===== config.mk =====
export PLATFORM = sky130hd
export DESIGN_NAME = clock_step_controller_flat
export DESIGN_NICKNAME = d
export VERILOG_FILES = /design/src/rtl/clock_step_controller_if.sv /design/src/rtl/clock_step_controller.sv /design/src/flat_wrapper.sv
export SDC_FILE = /design/constraint.sdc
export NUM_CORES = 1
export LEC_CHECK = 0
export ABC_AREA = 0
export CAP_MARGIN = 5
export CORE_MARGIN = 2
export CORE_UTILIZATION = 46
export DETAILED_ROUTE_END_ITERATION = 10
export GPL_TIMING_DRIVEN = 0
export PLACE_DENSITY = 0.87
export SLEW_MARGIN = 10
export SYNTH_ARGS = -nofsm -noshare
export SYNTH_HDL_FRONTEND = slang
export SYNTH_SLANG_ARGS = --single-unit

===== constraint.sdc =====
create_clock -name Clk -period 5.5 [get_ports Clk]
set_clock_uncertainty 0.2 [all_clocks]
set_input_delay 1.1 -clock Clk [delete_from_list [all_inputs] [get_ports Clk]]
set_output_delay 1.1 -clock Clk [all_outputs]
set_load 0.01 [all_outputs]

===== src/rtl/clock_step_controller_if.sv =====
// rtl/clock_step_controller_if.sv - step controller control/status signal bundle
interface clock_step_controller_if #(
    parameter int CntWidth = 16
);
    logic                Tick;
    logic                RunReq;
    logic                StepBtn;
    logic                BrkEn;
    logic [31:0]         BrkAddr;
    logic [31:0]         PC;
    logic                CpuEn;
    logic                Halted;
    logic                BrkHit;
    logic [CntWidth-1:0] StepCnt;

    modport master (
        output Tick, RunReq, StepBtn, BrkEn, BrkAddr, PC,
        input  CpuEn, Halted, BrkHit, StepCnt
    );

    modport slave (
        input  Tick, RunReq, StepBtn, BrkEn, BrkAddr, PC,
        output CpuEn, Halted, BrkHit, StepCnt
    );
endinterface


===== src/rtl/clock_step_controller.sv =====
// rtl/clock_step_controller.sv - run/single-step/breakpoint processor clock-enable controller
module clock_step_controller #(
    parameter int DebounceCycles = 4,
    parameter int CntWidth       = 16
) (
    input logic                     Clk,
    input logic                     Rst,
    clock_step_controller_if.slave  bus
);
    typedef enum logic [1:0] {
        Halt     = 2'd0,
        Run      = 2'd1,
        StepWait = 2'd2,
        Brk      = 2'd3
    } stateT;

    localparam logic [7:0] DbLast = 8'(DebounceCycles - 1);

    stateT               state;
    stateT               nextState;
    logic                stepFromBrk;
    logic                nextStepFromBrk;
    logic [7:0]          dbCnt;
    logic                dbLevel;
    logic                stepReq;
    logic                brkMatch;
    logic                issue;
    logic                cpuEnQ;
    logic                haltedQ;
    logic                brkHitQ;
    logic [CntWidth-1:0] stepCntQ;

    always_ff @(posedge Clk) begin
        if (Rst) begin
            dbCnt   <= 8'd0;
            dbLevel <= 1'b0;
        end else if (bus.StepBtn == dbLevel) begin
            dbCnt <= 8'd0;
        end else if (dbCnt == DbLast) begin
            dbLevel <= ~dbLevel;
            dbCnt   <= 8'd0;
        end else begin
            dbCnt <= dbCnt + 8'd1;
        end
    end

    // Press is recognised in the same cycle the debounced level rises, so held buttons never repeat.
    assign stepReq  = bus.StepBtn && !dbLevel && (dbCnt == DbLast);
    assign brkMatch = bus.BrkEn && (bus.PC == bus.BrkAddr);

    always_comb begin
        nextState       = state;
        nextStepFromBrk = stepFromBrk;
        issue           = 1'b0;
        case (state)
            Halt: begin
                if (bus.RunReq) begin
                    nextState = Run;
                end else if (stepReq) begin
                    nextState       = StepWait;
                    nextStepFromBrk = 1'b0;
                end
            end
            Run: begin
                if (!bus.RunReq) begin
                    nextState = Halt;
                end else if (bus.Tick) begin
                    if (brkMatch) begin
                        nextState = Brk;
                    end else begin
                        // Back-to-back ticks must not produce back-to-back enables.
                        issue = !cpuEnQ;
                    end
                end
            end
            StepWait: begin
                if (bus.Tick && !cpuEnQ) begin
                    issue     = 1'b1;
                    nextState = stepFromBrk ? Brk : Halt;
                end
            end
            Brk: begin
                if (stepReq) begin
                    nextState       = StepWait;
                    nextStepFromBrk = 1'b1;
                end else if (!bus.RunReq) begin
                    nextState = Halt;
                end
            end
            default: nextState = Halt;
        endcase
    end

    always_ff @(posedge Clk) begin
        if (Rst) begin
            state       <= Halt;
            stepFromBrk <= 1'b0;
            cpuEnQ      <= 1'b0;
            haltedQ     <= 1'b1;
            brkHitQ     <= 1'b0;
            stepCntQ    <= '0;
        end else begin
            state       <= nextState;
            stepFromBrk <= nextStepFromBrk;
            cpuEnQ      <= issue;
            haltedQ     <= (nextState == Halt) || (nextState == Brk);
            brkHitQ     <= (nextState == Brk);
            if (issue) begin
                stepCntQ <= stepCntQ + CntWidth'(1);
            end
        end
    end

    assign bus.CpuEn   = cpuEnQ;
    assign bus.Halted  = haltedQ;
    assign bus.BrkHit  = brkHitQ;
    assign bus.StepCnt = stepCntQ;
endmodule

===== src/flat_wrapper.sv =====
// flat-port wrapper written by rule: the top's interface ports become plain ports
module clock_step_controller_flat 
#(
    parameter int DebounceCycles = 4,
    parameter int CntWidth       = 16
)
  (Clk, Rst, bus_Tick, bus_RunReq, bus_StepBtn, bus_BrkEn, bus_BrkAddr, bus_PC, bus_CpuEn, bus_Halted, bus_BrkHit, bus_StepCnt);
  clock_step_controller_if #(.CntWidth(CntWidth)) bus_i ();
  input logic Clk;
  input logic Rst;
  input wire logic [$bits(bus_i.Tick)-1:0] bus_Tick;
  input wire logic [$bits(bus_i.RunReq)-1:0] bus_RunReq;
  input wire logic [$bits(bus_i.StepBtn)-1:0] bus_StepBtn;
  input wire logic [$bits(bus_i.BrkEn)-1:0] bus_BrkEn;
  input wire logic [$bits(bus_i.BrkAddr)-1:0] bus_BrkAddr;
  input wire logic [$bits(bus_i.PC)-1:0] bus_PC;
  output wire logic [$bits(bus_i.CpuEn)-1:0] bus_CpuEn;
  output wire logic [$bits(bus_i.Halted)-1:0] bus_Halted;
  output wire logic [$bits(bus_i.BrkHit)-1:0] bus_BrkHit;
  output wire logic [$bits(bus_i.StepCnt)-1:0] bus_StepCnt;
  assign bus_i.Tick = bus_Tick;
  assign bus_i.RunReq = bus_RunReq;
  assign bus_i.StepBtn = bus_StepBtn;
  assign bus_i.BrkEn = bus_BrkEn;
  assign bus_i.BrkAddr = bus_BrkAddr;
  assign bus_i.PC = bus_PC;
  assign bus_CpuEn = bus_i.CpuEn;
  assign bus_Halted = bus_i.Halted;
  assign bus_BrkHit = bus_i.BrkHit;
  assign bus_StepCnt = bus_i.StepCnt;
  clock_step_controller #(.DebounceCycles(DebounceCycles), .CntWidth(CntWidth)) u_core (.Clk(Clk), .Rst(Rst), .bus(bus_i));
endmodule

==> results of run 1 <==
[sequential cells by signal, summed over array words and instances, names as in the netlist]
register and flops:
u_core.bus.StepCnt 16, u_core.dbCnt 8, u_core.state 2, u_core.bus.BrkHit 1
u_core.bus.CpuEn 1, u_core.bus.Halted 1, u_core.dbLevel 1, u_core.stepFromBrk 1
[synthesized netlist by cell type (all sizes together)]
cell      n
o21ai    10
nor4      7
or4       4
nand3    14
o221ai    2
o21bai    1
a211oi    1
xnor2    26
xor2      5
a31oi     1
nand4    12
a311oi    1
buf       2
o31ai     4
a32oi     1
nor2b     5
nor2     19
nand2    21
a221oi    1
or3      10
or2       1
inv      14
a21oi    19
o2111ai   1
and2      1
clkbuf    3
and3      5
and2b     1
nor3      3
dfxtp    31
ha        8
nand2b   16
mux2i     1
and4      2
[worst register-to-register path: stages (launching register included)]
cell and delay, ns:
dfxtp_1 0.44, inv_1 0.12, ha_1 0.30, and3_1 0.21
and2_1 0.16, a31oi_2 0.06, buf_6 0.17, or3_1 0.35
a21oi_1 0.14
[cells by family (layout without fill, tap and decap cells)]
family / after synthesis / count (layout) / share of synthesized area
AOI/OAI and AO/OA: 42 / 42 / 0.131
xor gates and xnor gates: 31 / 31 / 0.134
adders and majority gates: 8 / 8 / 0.0494
buffers and inverters: 19 / 115 / 0.0426
DFF: 31 / 31 / 0.306
muxes: 1 / 1 / 0.00494
and+or+nand+nor: 121 / 121 / 0.332
[area by class of cell]
class / count / area, µm²
fillers: 352 / 1220
multi-input cells: 203 / 1320
flip-flops and latches: 31 / 621
clock buffers: 8 / 100
well taps: 52 / 65.1
plain buffers: 5 / 33.8
inverters: 14 / 52.6
repair buffers: 88 / 881
[power by group]
part	switching [W]	total, W	internal (W)
clock network	0.0000815	0.000195	0.000114
registers	0.00000377	0.000232	0.000229
logic	0.0000495	0.000124	0.0000748
total	0.000135	0.000552	0.000417
[worst paths after layout]
path	end	depth (start not counted)	from
setup reg to reg	u_core.bus.StepCnt[15]	8	u_core.state[0]
hold / removal	u_core.dbCnt[0]	1	u_core.dbCnt[0]
hold reg to reg	u_core.dbCnt[0]	1	u_core.dbCnt[0]
setup / recovery	u_core.bus.Halted	9	bus_PC[6]
[per-stage QoR]
step | std cells | total power (W) | util | area, µm²
after floorplan | 253 | 0.000291 | - | 2030
after global placement | 393 | 0.000357 | 0.693 | 2970
after detailed placement | 393 | 0.000360 | 0.693 | 2970
after CTS | 401 | 0.000558 | 0.716 | 3070
after global routing | 401 | 0.000578 | 0.716 | 3070
final | 401 | 0.000552 | 0.716 | 3070
[layer usage]
layer  vias to the layer above  part of all wire  GRT usage
met3                        15             0.044     0.0491
met4                         0             0.025     0.0962
met1                       982              0.41      0.278
met5                         -                 0          0
li1                       1091                 -          -
met2                        62              0.53      0.386
==> reports/results.ini, run 1 <==
[outcome]
outcome=complete, no violations

[worst_setup_path]
cpPeakStageDelay_ns=0.49
cp.required_ns=5.53
critPathMaxFanout=2
cp-end-kind=flop
reg2reg_slack_ns=3.30
crit_slowest_cell=clkdlybuf4s50_1
crit_path_cell_trace=clkdlybuf4s50_1 > xnor2_1 > nand4_1 > nor4_2 > and4_1 > a211oi_1 > nor3_1 > ha_1 > nand2b_1
crit_family=simple AND/OR/NAND/NOR gates
arrival_ns=3.24
critPathLaunchType=input port
path_buf_inv=1
crit_type=in2reg

[sta]
timing.final.ws_setup_ns=2.29
slew_headroom=0.691
max_clock_freq_ghz=0.311
setup_viol=0
setup-tns-final_ns=0
fin_crit_sh=0.584
min_period_ns=3.21
finalHoldWorstSlack_ns=0.271
final_hold_viol_count=0
maxSlewViolCount=0
tightest_slew_ns=0.463
grt_setup_unrepaired=false

[global_routing]
antenna_found_initial=0
first_global_vias=2081
grt_pass1_wl_um=9090
grt.total_usage=0.228
grt.overflow.total=0
grt_start_max_net_pins=11

[logic_synthesis]
synthCells=253
ys_top_cells_by_area=dfxtp_1, xnor2_1, ha_1
synth_cell_types=39
syn_area_mm2=0.00203
yosys.area.top_type=dfxtp_1
synth.top_cell.area_share=0.306
synthesis.nets=331
yosysWarnings=0
avgSynthCellArea_um2=8.02
yosys_register_bits=31
ys_seq_area_frac=0.306

[die]
ioPinCount=89
die_area_mm2=0.00496
rows=24
dieHeight_um=70.4
dieWidth_um=70.4
initial_core_util=0.472
core_area_mm2=0.00429

[cells_and_area]
antenna_cells=0
final_common_cell=clkdlybuf4s50_1
nNetsFinal=426
drive_gt1_frac=0.0458
final_cell_mix=clkdlybuf4s50_1, dfxtp_1, xnor2_1
area.growth.synth_to_final_pct=51.6

[placement]
gp_congestion=0.916
dp_hpwl_um=4310
dp_slack_ns=2.00
numPortBuffers=88

[routing]
viasPerCell=5.36
drt_iter0_drc=126
drt.antenna.violating_nets=0
drc=0
num_vias=2150
wl_um=5220
firstDrtPassIters=4
wl_per_cell_um=13.0

[power]
p_leak_nw=1.08
power_density_mw_per_mm2=180
peakVddDrop_v=0.000149

[clocking]
cts_hold_buf=0
cts_buffers=5
clock_path_buffers=2
cts_root_buf=clkbuf_8
clk_latency_ns=0.28
cts_setup_buffers=0
cts_sinks=31
htree_levels=2
cts_resized=0
cts_tree=built
clk_pin_slew_ns=0.06

[hold_path]
hold_path.class=reg2reg

[flow_run]
drv_cap=0

No activity file was read; power rests on OpenSTA's default activity.
==> run 2, diff against run 1 <==
--- a/config.mk
+++ b/config.mk
@@ -8,10 +8,10 @@
 export ABC_AREA = 0
 export CAP_MARGIN = 5
 export CORE_MARGIN = 2
-export CORE_UTILIZATION = 46
+export CORE_UTILIZATION = 38
 export DETAILED_ROUTE_END_ITERATION = 10
 export GPL_TIMING_DRIVEN = 0
-export PLACE_DENSITY = 0.87
+export PLACE_DENSITY = 0.76
 export SLEW_MARGIN = 10
 export SYNTH_ARGS = -nofsm -noshare
 export SYNTH_HDL_FRONTEND = slang
==> constraint.sdc (replaced) <==
create_clock -name Clk -period 2.9 [get_ports Clk]
set_clock_uncertainty 0.2 [all_clocks]
set_input_delay 0.58 -clock Clk [delete_from_list [all_inputs] [get_ports Clk]]
set_output_delay 0.58 -clock Clk [all_outputs]
set_load 0.01 [all_outputs]
==> reports/results.ini, run 2 (synthesis gave the netlist of run 1 again) <==
[placement]
dpl_cell_area_mm2=0.00300  ; was 0.00297 mm²
numPortBuffers=88  ; unchanged
dp.cells=411  ; was 393
dp_slack_ns=-0.0981  ; was 2.00 ns
dp_hpwl_um=4270  ; was 4310 µm
gp_congestion=0.799  ; was 0.916

[die]
dieWidth_um=77.1  ; was 70.4 µm
die_area_mm2=0.00594  ; was 0.00496 mm²
core_area_mm2=0.00514  ; was 0.00429 mm²
rows=26  ; was 24
dieHeight_um=77.1  ; was 70.4 µm
initial_core_util=0.395  ; was 0.472
ioPinCount=89  ; unchanged

[power]
p_leak_nw=1.09  ; was 1.08 nW
power_density_mw_per_mm2=359  ; was 180 mW/mm²
p_sw_frac=0.237  ; was 0.244
p_comb_frac=0.207  ; was 0.225
intPower_w=0.000853  ; was 0.000417 W
seqPwrFrac=0.393  ; was 0.421
peakVddDrop_v=0.000327  ; was 0.000149 V
netSwitchingPower_w=0.000265  ; was 0.000135 W
power_frac_clock=0.399  ; was 0.354

[clocking]
cts_setup_buffers=0  ; unchanged
htree_levels=2  ; unchanged
clock_path_buffers=2  ; unchanged
cts_tree=built  ; unchanged
cts_root_buf=clkbuf_8  ; unchanged
cts_hold_buf=0  ; unchanged
cts_sinks=31  ; unchanged
cts_buffers=5  ; unchanged
clk_pin_slew_ns=0.07  ; was 0.06 ns
cts_resized=0  ; unchanged
clk_latency_ns=0.28  ; about the same

[routing]
viasPerCell=4.97  ; was 5.36
drc=0  ; unchanged
drt_iter0_drc=103  ; was 126
drt.antenna.violating_nets=0  ; unchanged
wl_per_cell_um=12.4  ; was 13.0 µm
num_vias=2082  ; was 2150
wl_um=5200  ; was 5220 µm
firstDrtPassIters=4  ; unchanged

[sta]
setup-tns-final_ns=0  ; unchanged
fin_crit_sh=0.933
final_hold_viol_count=0  ; unchanged
timing.final.ws_setup_ns=0.195  ; was 2.29 ns
max_clock_freq_ghz=0.370
slew_headroom=0.667  ; was 0.691
grt_setup_unrepaired=false  ; unchanged
min_period_ns=2.71
setup_viol=0  ; unchanged
tightest_slew_ns=0.500  ; was 0.463 ns
maxSlewViolCount=0  ; unchanged

[outcome]
outcome=complete, no violations  ; unchanged

[cells_and_area]
final_common_cell=clkdlybuf4s50_1  ; unchanged
layout.cells.non_filler=419  ; was 401
antenna_cells=0  ; unchanged
drive_gt1_frac=0.0487  ; was 0.0458
largest_reg_flops=16  ; unchanged
fillers=511  ; was 352
nNetsFinal=426  ; unchanged
fin_area_mm2=0.00311  ; was 0.00307 mm²
final_cell_mix=clkdlybuf4s50_1, dfxtp_1, xnor2_1  ; unchanged
postLayoutCoreUtil=0.606  ; was 0.716
area.growth.synth_to_final_pct=53.5  ; was 51.6%

[worst_setup_path]
reg2regPathDepth=8  ; unchanged
crit_slowest_cell=clkdlybuf4s50_1  ; unchanged
arrival_ns=2.67  ; was 3.24 ns
critPathMaxFanout=10  ; was 2
reg2reg_to=u_core.bus.StepCnt[13]  ; was u_core.bus.StepCnt[15]
cp.required_ns=2.86  ; was 5.53 ns
reg2reg_from=u_core.state[1]  ; was u_core.state[0]
crit_type=in2reg  ; unchanged
cp-end-kind=flop  ; unchanged
cpPeakStageDelay_ns=0.49  ; about the same
crit_path_cell_trace=clkdlybuf4s50_1 > nand2b_1 > nand4_1 > nor4_1 > nand4_2 > a21oi_4 > buf_6 > mux2i_1 > nor2_1  ; was clkdlybuf4s50_1 > xnor2_1 > nand4_1 > nor4_2 > and4_1 > a211oi_1 > nor3_1 > ha_1 > nand2b_1
critPathLaunchType=input port  ; unchanged
reg2reg_slack_ns=0.71  ; was 3.30 ns

[global_routing]
grt_start_max_net_pins=11  ; unchanged
antenna_found_initial=0  ; unchanged
grt.total_usage=0.188  ; was 0.228
grt.overflow.total=0  ; unchanged
grt_pass1_wl_um=9110  ; was 9090 µm
first_global_vias=2097  ; was 2081

[hold_path]
min_path_cells=1  ; unchanged
hold_end=u_core.dbCnt[0]  ; unchanged
hold_start=u_core.dbCnt[0]  ; unchanged
hold_path.class=reg2reg  ; unchanged

[flow_run]
drv_cap=0  ; unchanged

[run 2: cell types whose count changed in the layout (fill, tap and decap cells not counted), sizes merged]
cell,delta
bufinv,+1
clkbuf,-2
clkinv,+1
[run 2: worst max-delay path by stage]
stage	depth (start not counted)	start	slack, ns	endpoint
floorplan	8	bus_BrkAddr[17]	0.68	u_core.bus.StepCnt[1]
global placement	9	bus_BrkAddr[18]	-0.05	u_core.bus.StepCnt[1]
detailed placement	9	bus_BrkAddr[6]	-0.1	u_core.bus.StepCnt[1]
CTS	9	bus_BrkAddr[6]	0.20	u_core.bus.StepCnt[1]
global route	9	bus_PC[28]	0.02	u_core.bus.StepCnt[4]
finish	9	bus_PC[3]	0.19	u_core.bus.StepCnt[1]
[run 2: power by group through the flow]
stage                     clock (W)  combinational [W]  sequential (W)
after floorplan                   0           0.000101        0.000450
after global placement            0           0.000228        0.000449
after detailed placement          0           0.000231        0.000449
after CTS                  0.000455           0.000233        0.000440
after global routing       0.000473           0.000255        0.000441
final                      0.000447           0.000232        0.000440
[run 2: area by class of cell]
| class | instances | area (µm²) | share of cell area |
|---|---|---|---|
| Timing Repair Buffer | 88 | 881 | 0.283 |
| Inverter | 14 | 52.6 | 0.0169 |
| Clock inverter | 2 | 35.0 | 0.0112 |
| Multi-Input combinational cell | 203 | 1320 | 0.424 |
| Buffer | 5 | 33.8 | 0.0108 |
| Tap cell | 70 | 87.6 | 0.0281 |
| Clock buffer | 6 | 82.6 | 0.0265 |
| Sequential cell | 31 | 621 | 0.199 |
[run 2: metrics by stage]
stage | total power, W | hold WS (ns)
after detailed placement | 0.000681 | 0.252
after global placement | 0.000677 | 0.241
after global routing | 0.00117 | 0.303
after floorplan | 0.000551 | 0.226
final | 0.00112 | 0.259
after CTS | 0.00113 | 0.268
[run 2: routing by layer]
metal,track usage,share of wire,vias up
met1,0.212,0.44,949
met4,0.0661,0.013,0
li1,-,-,1087
met3,0.0447,0.036,8
met5,0,0,-
met2,0.345,0.51,38
[run 2: critical path, delay by kind of cell]
kind                   cells  cell delay [ns]
AND/OR/NAND/NOR            5             0.94
multiplexers               1             0.19
buffers and inverters      2             0.67
AO/OA/AOI/OAI              1             0.29
==> run 3, diff against run 2 <==
--- a/config.mk
+++ b/config.mk
@@ -9,6 +9,7 @@
 export CAP_MARGIN = 5
 export CORE_MARGIN = 2
 export CORE_UTILIZATION = 38
+export CTS_CLUSTER_DIAMETER = 50
 export DETAILED_ROUTE_END_ITERATION = 10
 export GPL_TIMING_DRIVEN = 0
 export PLACE_DENSITY = 0.76
==> results of run 3 <==
Final layout, timing and power as in run 2 (identical DEF).
